==> src/rtl/cpu_defs.sv <==
// Shared decode types and encodings for the fetch-to-issue decode queue.
package cpu_defs;

    typedef logic [4:0] RegAddr_t;

    typedef enum logic [4:0] {
        OP_NOP,
        OP_AND,
        OP_OR,
        OP_XOR,
        OP_NOR,
        OP_MFHI,
        OP_MFLO,
        OP_MTHI,
        OP_MTLO,
        OP_MOVN,
        OP_MOVZ,
        OP_JR,
        OP_JALR,
        OP_MADDU,
        OP_MFC0,
        OP_MTC0,
        OP_ERET,
        OP_INVALID
    } Oper_t;

    // Primary opcodes
    localparam logic [5:0] OPC_SPECIAL  = 6'h00;
    localparam logic [5:0] OPC_SPECIAL2 = 6'h1C;
    localparam logic [5:0] OPC_COP0     = 6'h10;

    // SPECIAL funct codes
    localparam logic [5:0] FN_JR    = 6'h08;
    localparam logic [5:0] FN_JALR  = 6'h09;
    localparam logic [5:0] FN_MOVZ  = 6'h0A;
    localparam logic [5:0] FN_MOVN  = 6'h0B;
    localparam logic [5:0] FN_MFHI  = 6'h10;
    localparam logic [5:0] FN_MTHI  = 6'h11;
    localparam logic [5:0] FN_MFLO  = 6'h12;
    localparam logic [5:0] FN_MTLO  = 6'h13;
    localparam logic [5:0] FN_AND   = 6'h24;
    localparam logic [5:0] FN_OR    = 6'h25;
    localparam logic [5:0] FN_XOR   = 6'h26;
    localparam logic [5:0] FN_NOR   = 6'h27;

    // SPECIAL2 funct codes
    localparam logic [5:0] FN_MADDU = 6'h01;

    // COP0 rs-field codes and the CO-group funct for ERET
    localparam logic [4:0] RS_MF    = 5'h00;
    localparam logic [4:0] RS_MT    = 5'h04;
    localparam logic [4:0] RS_CO    = 5'h10;
    localparam logic [5:0] FN_ERET  = 6'h18;

    typedef struct packed {
        Oper_t       op;
        RegAddr_t    raddr1;
        RegAddr_t    raddr2;
        RegAddr_t    waddr;
        logic        we;
        logic [31:0] pc;
    } DecodedInst_t;

    // Ops that change machine state in ways later instructions depend on
    // (or cannot be executed at all) must leave the queue on their own.
    function automatic logic is_serialising(input Oper_t op);
        return (op == OP_MTC0) || (op == OP_ERET) || (op == OP_INVALID);
    endfunction

endpackage

==> src/rtl/id_decode_one.sv <==
// Combinational decoder for one fetched instruction word.
module id_decode_one
    import cpu_defs::*;
(
    input  logic [31:0]  inst,
    input  logic [31:0]  pc,
    output DecodedInst_t dec
);

    logic [5:0] opcode;
    logic [5:0] funct;
    RegAddr_t   rs;
    RegAddr_t   rt;
    RegAddr_t   rd;

    assign opcode = inst[31:26];
    assign rs     = inst[25:21];
    assign rt     = inst[20:16];
    assign rd     = inst[15:11];
    assign funct  = inst[5:0];

    // Map opcode/funct/rs to an op and override the default register fields.
    always_comb begin
        // NOTE: every field gets a default before any branch so no path can infer a latch.
        dec.op     = OP_INVALID;
        dec.raddr1 = rs;
        dec.raddr2 = rt;
        dec.waddr  = rd;
        dec.we     = 1'b1;
        dec.pc     = pc;

        if (inst == 32'h0) begin
            dec.op     = OP_NOP;
            dec.we     = 1'b0;
            dec.raddr1 = '0;
            dec.raddr2 = '0;
        end else begin
            case (opcode)
                OPC_SPECIAL: begin
                    case (funct)
                        FN_AND:  dec.op = OP_AND;
                        FN_OR:   dec.op = OP_OR;
                        FN_XOR:  dec.op = OP_XOR;
                        FN_NOR:  dec.op = OP_NOR;
                        FN_MFHI: dec.op = OP_MFHI;
                        FN_MFLO: dec.op = OP_MFLO;
                        FN_MTHI: begin dec.op = OP_MTHI; dec.we = 1'b0; end
                        FN_MTLO: begin dec.op = OP_MTLO; dec.we = 1'b0; end
                        FN_MOVN: dec.op = OP_MOVN;
                        FN_MOVZ: dec.op = OP_MOVZ;
                        FN_JR:   begin dec.op = OP_JR;   dec.we = 1'b0; end
                        FN_JALR: dec.op = OP_JALR;
                        default: dec.op = OP_INVALID;
                    endcase
                end
                OPC_SPECIAL2: begin
                    if (funct == FN_MADDU) begin
                        dec.op = OP_MADDU;
                        dec.we = 1'b0;
                    end
                end
                OPC_COP0: begin
                    if (rs == RS_MF) begin
                        dec.op     = OP_MFC0;
                        dec.waddr  = rt;
                        dec.raddr1 = '0;
                        dec.raddr2 = '0;
                    end else if (rs == RS_MT) begin
                        dec.op     = OP_MTC0;
                        dec.we     = 1'b0;
                        dec.raddr1 = '0;
                    end else if (rs == RS_CO && funct == FN_ERET) begin
                        dec.op     = OP_ERET;
                        dec.we     = 1'b0;
                        dec.raddr1 = '0;
                    end
                end
                default: dec.op = OP_INVALID;
            endcase
        end
    end

endmodule

==> src/rtl/id_decode_queue.sv <==
// Multi-way decode stage: decodes fetched instructions into an in-order
// circular queue and presents up to ISSUE_WIDTH entries from its head.
module id_decode_queue
    import cpu_defs::*;
#(
    parameter int FETCH_WIDTH = 2,
    parameter int ISSUE_WIDTH = 2,
    parameter int QUEUE_DEPTH = 8
) (
    input  logic                                   clk,
    input  logic                                   rst,
    input  logic                                   flush,
    input  logic [FETCH_WIDTH-1:0]                 fetch_valid,
    input  logic [FETCH_WIDTH-1:0][31:0]           fetch_inst,
    input  logic [FETCH_WIDTH-1:0][31:0]           fetch_pc,
    output logic                                   fetch_ready,
    output logic [ISSUE_WIDTH-1:0]                 issue_valid,
    output Oper_t                                  issue_op     [ISSUE_WIDTH],
    output RegAddr_t                               issue_raddr1 [ISSUE_WIDTH],
    output RegAddr_t                               issue_raddr2 [ISSUE_WIDTH],
    output RegAddr_t                               issue_waddr  [ISSUE_WIDTH],
    output logic [ISSUE_WIDTH-1:0]                 issue_we,
    output logic [ISSUE_WIDTH-1:0][31:0]           issue_pc,
    input  logic [$clog2(ISSUE_WIDTH+1)-1:0]       issue_accept,
    output logic [$clog2(QUEUE_DEPTH+1)-1:0]       count
);

    localparam int CW = $clog2(QUEUE_DEPTH + 1);
    localparam int PW = $clog2(QUEUE_DEPTH);
    localparam int AW = $clog2(ISSUE_WIDTH + 1);

    DecodedInst_t   queue_mem [QUEUE_DEPTH];
    DecodedInst_t   decoded   [FETCH_WIDTH];
    DecodedInst_t   head_entry;
    logic [PW-1:0]  head;
    logic [PW-1:0]  tail;
    logic [CW-1:0]  num_push;
    logic [CW-1:0]  push_count;
    logic [AW-1:0]  num_valid;
    logic           push_en;
    logic           blocked;

    for (genvar g = 0; g < FETCH_WIDTH; g++) begin : g_dec
        id_decode_one u_dec (
            .inst (fetch_inst[g]),
            .pc   (fetch_pc[g]),
            .dec  (decoded[g])
        );
    end

    // Admission is decided on the registered occupancy only, so a pop in
    // the same cycle never opens room for a push.
    assign fetch_ready = (CW'(QUEUE_DEPTH) - count) >= CW'(FETCH_WIDTH);
    assign push_en     = fetch_ready & fetch_valid[0] & ~flush;
    assign push_count  = push_en ? num_push : '0;

    // Count the valid fetch slots (they are contiguous from slot 0).
    always_comb begin
        num_push = '0;
        for (int i = 0; i < FETCH_WIDTH; i++) begin
            if (fetch_valid[i]) begin
                num_push = num_push + CW'(1);
            end
        end
    end

    // Present head entries in order, stopping at the first serialising op.
    always_comb begin
        // NOTE: blocking assignments here because each slot reads the stop flag left by the previous one.
        blocked    = 1'b0;
        num_valid  = '0;
        head_entry = queue_mem[head];
        for (int i = 0; i < ISSUE_WIDTH; i++) begin
            head_entry      = queue_mem[head + PW'(i)];
            issue_valid[i]  = (CW'(i) < count) && !blocked &&
                              ((i == 0) || !is_serialising(head_entry.op));
            issue_op[i]     = head_entry.op;
            issue_raddr1[i] = head_entry.raddr1;
            issue_raddr2[i] = head_entry.raddr2;
            issue_waddr[i]  = head_entry.waddr;
            issue_we[i]     = head_entry.we;
            issue_pc[i]     = head_entry.pc;
            if (issue_valid[i]) begin
                num_valid = num_valid + AW'(1);
            end
            if (!issue_valid[i] || is_serialising(head_entry.op)) begin
                blocked = 1'b1;
            end
        end
    end

    // Pointer and occupancy state; flush wins over push and pop.
    always_ff @(posedge clk or posedge rst) begin
        if (rst) begin
            head  <= '0;
            tail  <= '0;
            count <= '0;
        end else if (flush) begin
            head  <= '0;
            tail  <= '0;
            count <= '0;
        end else begin
            head  <= head + PW'(issue_accept);
            tail  <= tail + PW'(push_count);
            count <= count + push_count - CW'(issue_accept);
        end
    end

    // Write decoded entries into consecutive slots starting at the tail.
    // NOTE: entry storage has no reset; occupancy alone decides which entries are meaningful.
    always_ff @(posedge clk) begin
        if (push_en) begin
            for (int i = 0; i < FETCH_WIDTH; i++) begin
                if (fetch_valid[i]) begin
                    queue_mem[tail + PW'(i)] <= decoded[i];
                end
            end
        end
    end

    // Consuming more slots than were presented is a protocol error upstream.
    accept_within_valid : assert property (
        @(posedge clk) disable iff (rst) issue_accept <= num_valid
    );

endmodule

==> config.mk <==
export PLATFORM = sky130hd
export DESIGN_NAME = id_decode_queue
export DESIGN_NICKNAME = d
export VERILOG_FILES = /design/src/rtl/cpu_defs.sv /design/src/rtl/id_decode_one.sv /design/src/rtl/id_decode_queue.sv
export SDC_FILE = /design/constraint.sdc
export NUM_CORES = 1
export LEC_CHECK = 0
export ABC_AREA = 1
export ABC_CLOCK_PERIOD_IN_PS = 6500
export CORE_MARGIN = 2
export CORE_UTILIZATION = 55
export CTS_CLUSTER_SIZE = 24
export DETAILED_ROUTE_END_ITERATION = 8
export MAX_ROUTING_LAYER = met4
export PLACE_DENSITY = 0.77
export SLEW_MARGIN = 40
export SYNTH_ARGS = -nofsm -noshare
export SYNTH_HDL_FRONTEND = slang
export SYNTH_SLANG_ARGS = --single-unit
==> constraint.sdc <==
create_clock -name clk -period 6.5 [get_ports clk]
set_clock_uncertainty 0.2 [all_clocks]
set_input_delay 1.3 -clock clk [delete_from_list [all_inputs] [get_ports clk]]
set_output_delay 1.3 -clock clk [all_outputs]
set_load 0.1 [all_outputs]
-- After elaboration in Yosys (flattened, before gate mapping)
Memory sizes are Yosys's and may differ from the RTL's.
Index checks and enable logic that the tools add are counted.
- bits in registers: 10
- memory bits (writable): 424
- output and inout port bits: 113
- memories kept: 1
- memories (name ; depth ; bits a word ; rd ports ; clocked after Yosys merged registers in ; wr ports ; RTL line ; RTL):
    queue_mem ; 8 ; 53 ; 2 ; 0 ; 2 ; id_decode_queue.sv:32 ; DecodedInst_t queue_mem [QUEUE_DEPTH];
- add/sub/neg operators: 8
- $lt $le $gt $ge: 3
- eq/ne operators: 42
- muxes and demuxes: 47
- bitwise logic cells: 3
- reduce and logical (&&, ||, !) cells: 20
- operator list (cell ; number):
    $pmux 5 s12 ; 2
    $eq 6x5->1 const B ; 14
    $logic_not 32->1 ; 2
    $mux 10 ; 6
    $mux 15 ; 4
    $eq 6x4->1 const B ; 8
    $eq 6x6->1 const B ; 8
    $eq 5x5->1 const B ; 6
    $pmux 5 s3 ; 2
    $mux 1 ; 20
    $mux 5 ; 4
    $eq 6x1->1 const B ; 2
    $logic_not 6->1 ; 2
    $mux 4 ; 3
    $mux 6 ; 2
    $eq 5x3->1 const B ; 2
    $eq 5x4->1 const B ; 2
    $logic_not 5->1 ; 2
    $lt 1x4->1 const A ; 2
    $add 3x1->3 const B ; 2
    $mux 3 ; 2
    $pmux 1 s3 ; 2
    $reduce_or 3->1 ; 2
    $logic_or 1x1->1 ; 5
    11 further kinds ; 17

-- Longest topological paths before layout
An unclocked memory read counts as a cell.
- word-level depth: 9
- gate-level depth with buffers: 15

-- Modules after synthesis
A second synthesis with hierarchy kept.
- cell total of the unflattened synthesis: 3568
- area, all modules: 27958.1 um2
- by module, submodules not included (module ; instances ; cells an instance ; area each (um2)):
    id_decode_queue ; 1 ; 3232 ; 26008.7
    id_decode_one ; 2 ; 168 ; 974.7

-- Worst setup path after synthesis
OpenSTA, ideal clock, no wires.
- kind: reg2reg
- from: register count[1]
- to: memory queue_mem[0][0] (netlist name), enable pin
- setup time: 0.543 ns
- data arrival time: 6.272 ns
- data required time: 5.757 ns
- setup slack: -0.515 ns
- cell stages (with the launch flop): 8
- path buffers: 0
- path through: dfrtp_1 inv_1 ha_1 nor2_1 nor2_1 nand4_4 nand2_1 o31ai_1
- RTL lines (element ; RTL line ; RTL):
    start: declaration ; id_decode_queue.sv:25 ; output logic [$clog2(QUEUE_DEPTH+1)-1:0] count
    start signal: assignment ; id_decode_queue.sv:105 ; count <= count + push_count - CW'(issue_accept);
    end: declaration ; id_decode_queue.sv:32 ;

-- Final worst setup path
- from: register head[0]
- to: output port issue_we[1]
- word-level cells in the longest chain between the ends: 2
- ends and longest elaborated chain (element ; RTL line ; RTL):
    start: declaration ; id_decode_queue.sv:35 ; logic [PW-1:0] head;
    start signal: assignment ; id_decode_queue.sv:103 ; head <= head + PW'(issue_accept);
    $add 3x1->3 ; id_decode_queue.sv:74 ; head_entry = queue_mem[head + PW'(i)];
    $mem_v2 8x53 ; -- ;
    end: declaration ; id_decode_queue.sv:22 ; output logic [ISSUE_WIDTH-1:0] issue_we,
No other way between the ends.

==> summary.txt <==
Place
  – HPWL Detailed: 50.4 mm
  – Pre-CTS setup slack: 1360 ps
  – Port Buffer Count: roughly 250
  – Placed cells: roughly 4.1k
  – GP Congestion: approximately 0.9

Timing
  – Pin slew with the least headroom to its limit: 908 ps
  – Setup ws final: 513 ps
  – Tmin final: 5990 ps
  – Worst relative slew slack: 39.4%
  – Final Max Slew Viols: 0
  – Final Hold Fails: 0
  – Setup violators final: 0
  – Hold_ws: 486 ps
  – Final Cycle Share: between 90 and 100%
  – Setup TNS: 0 ps
  – RSZ-0062 raised after global routing: no
  – Max frequency: 167 MHz

Route
  – Wirelength per Cell: 20.5 um
  – Routed vias: 25.9k
  – Router iterations before antenna repair: 6
  – Initial DRC count: 3494
  – Final wirelength: 86.7 mm
  – Residual DRC count: 0
  – Post-route ant nets: 0
  – Vias per inst: between 6 and 7

Global routing
  – Initial antenna violation count: 1
  – Largest net degree at the start of global routing: 275
  – Total GRT Usage: between 30 and 40%
  – Vias in the first global route: 24.5k
  – Gr ovfl total: 0
  – First-pass GRT wire length: about 130 mm

Power
  – Logic gate share of total power: 44.3%
  – P_sw: about 0.0048 W
  – Clk pwr share: 24.0%
  – Power Internal: 0.00564 W
  – Worst IR Drop VDD: between 0.0002 and 0.0003 V
  – Pleak: 11.5 nW
  – Sequential power share: 31.7%
  – Sw Share: 46.1%
  – Pwr/cell area: 338 nW/um^2

Clocking
  – Cts-stage hold buffer count: 0
  – Worst skew pair latency: 580 ps
  – Total CTS buffers: between 40 and 50
  – Root Buffer: clkbuf_16
  – H-tree depth: 2
  – Clk sink count: roughly 430
  – Clock Tree Buf Depth: 3
  – CTS tree: yes
  – CTS resizes: 0
  – Post-CTS setup buffers: 0
  – Clk slew on worst S/H paths: 60 ps

Setup path
  – Reg2reg end: count[3]$_DFF_PP0_
  – Worst EP arrival: approximately 4500 ps
  – R2r setup slk: 2640 ps
  – R2r worst-path depth: 14
  – Crit. End Element: output pin
  – Req. time, crit path: 5000 ps
  – Critical path's largest stage delay: 700 ps
  – CP bufs+invs: 6
  – Worst R2R Start: count[0]$_DFF_PP0_
  – CP Cell Sequence: buf_12, buf_16, ha_4, clkinv_2, buf_4, buf_12, nor2_1, o21ai_0, nand2_1, nor2_1, a31oi_1, buf_4
  – Setup CP Type: flop to output pin
  – CP top delay family: buffers and inverters
  – Setup crit start kind: flop
  – Max FO, Critical Path: 174
  – Slowest cell on the critical path: ha_4

Cells and area
  – Final Util: 63.2%
  – Reg area: between 10000 and 15000 um^2
  – Area growth syn-to-layout: 13.8%
  – Area of the multi-input gates: 11700 um^2
  – Number of fill cells: 4122
  – Share of cells above drive strength 1: about 7.6%
  – Final nets: approximately 3.7k
  – Fin cells: 4235

Die
  – Die Wd: 226 um
  – Row count: between 80 and 90
  – Die ar.: 51100 um^2
  – Core Area: 48800 um^2
  – # IOs: 248
  – Initial Util: approximately 56%
  – DIE HEIGHT: about 230 um

Flow run
  – Max Cap Violations: 0

Logic synthesis
  – Commonest cells post-synth: 780 x nand2_1, 757 x o21ai_0, 424 x edfxtp_1
  – Synth top area share: 46.9%
  – Compound-gate portion of the synthesized area: a little under a quarter
  – Post-synthesis mux area share: 0%
  – XOR/XNOR Fraction of Synth Area: less than 1%
  – Top post-synthesis cells by area: edfxtp_1 47%, o21ai_0 14%, nand2_1 11%
  – Synth Area in Simple Gates: 18.2%
  – Post-Syn Area: roughly 27000 um^2
  – Yosys warning count: 0
  – EDFF count, synth: 424
  – Post-synth ARST share: around 2.3%
  – Post-synth top area cell: edfxtp_1
  – Number of distinct library cells after synthesis: 35
  – Average cell area after synthesis: between 7 and 8 um^2
  – Largest family of logic cells by synthesized area: compound AO/OA/AOI/OAI gates
  – Syn Nets: 3637
  – Main synth FF type: edfxtp_1
  – Yosys reg bits: 434
  – Post-synthesis adder-cell area fraction: less than 1%
  – Synthesized instance count: 3486
  – Cell with the most instances after synthesis: nand2_1
  – Sequential share of the synthesized area: 47.9%

Worst hold path
  – Hold Crit Class: flop to flop
  – Hold Startpoint: count[0]$_DFF_PP0_
  – Hold EP: count[0]$_DFF_PP0_
  – Hold Path Cell Cnt: 3

Outcome
  – Status: finished, final reports clean
power by group through the flow:
stage / registers, W / clock network, W / logic, W
5_1_grt: 0.00332 / 0.00261 / 0.00484
6_report: 0.00331 / 0.00251 / 0.00463
3_3_place_gp: 0.00337 / 0 / 0.00460
4_1_cts: 0.00331 / 0.00251 / 0.00458
2_1_floorplan: 0.00341 / 0 / 0.00339
3_5_place_dp: 0.00336 / 0 / 0.00457
worst max-delay path by stage:
stage / from / end / slack (ps) / cells after the start
after detailed placement: head[0]$_DFF_PP0_ / issue_we[1] / 1360 / 10
after global placement: head[0]$_DFF_PP0_ / issue_we[1] / 1410 / 10
after global routing: head[0]$_DFF_PP0_ / issue_we[1] / 350 / 12
after floorplan: count[1]$_DFF_PP0_ / queue_mem[0][0]$_DFFE_PP_ / -520 / 7
after CTS: head[0]$_DFF_PP0_ / issue_we[1] / 730 / 10
final: head[0]$_DFF_PP0_ / issue_we[1] / 510 / 12
layer usage:
metal,up-vias,wire length [um],part of all wire [%],GRT usage [%]
met3,295,9240,11,5.49
met5,-,0,0,-
met4,0,3760,4.3,16.6
li1,12042,-,-,-
met1,11949,32000,37,40.5
met2,1637,41700,48,56.5
sequential cells by signal, indices dropped and copies added (netlist names):
| name | count |
|---|---|
| tail | 3 |
| head | 3 |
| queue_mem | 424 |
| count | 4 |
tightest hold or removal path: cells and delay by family, from the launching register on:
kind          cells  cell delay [ps]
fa+ha+maj         1              150
buf+inv           1               40
flops             1              390
simple gates      1               70
kinds of logic (layout without fill, tap and decap cells):
family | after synthesis | count (layout)
AND/OR/NAND/NOR | 1226 | 1226
AO/OA/AOI/OAI | 1209 | 1209
other | 0 | 1
XOR/XNOR | 8 | 8
flip-flops | 434 | 434
adder cells (fa/ha/maj) | 16 | 16
buffers and inverters | 593 | 677
layout make-up:
type | instances | share of cell area (%)
antenna | 1 | 0.00810
clock buffer | 60 | 3.97
clock inverter | 22 | 0.519
inverter | 300 | 3.70
multi-input combinational | 2459 | 37.9
sequential | 434 | 42.1
tap | 664 | 2.69
timing repair buffer | 295 | 9.11
placed cells by master, fill, tap and decap left out, drive strengths merged, types with 96 or more instances in the layout:
cell type,Yosys,layout
nor2,284,284
nand3,128,128
a31oi,96,96
clkdlybuf4s50,0,134
a21oi,251,251
buf,174,161
edfxtp,424,424
o21ai,802,802
nand2,781,781
inv,300,297
through the flow:
step | power, W | instance area, um^2
2_1_floorplan | 0.00680 | 27100
3_3_place_gp | 0.00797 | 29600
3_5_place_dp | 0.00793 | 29400
4_1_cts | 0.0104 | 30800
5_1_grt | 0.0108 | 30900
6_report | 0.0104 | 30900
No activity file was read; power rests on OpenSTA's default activity.
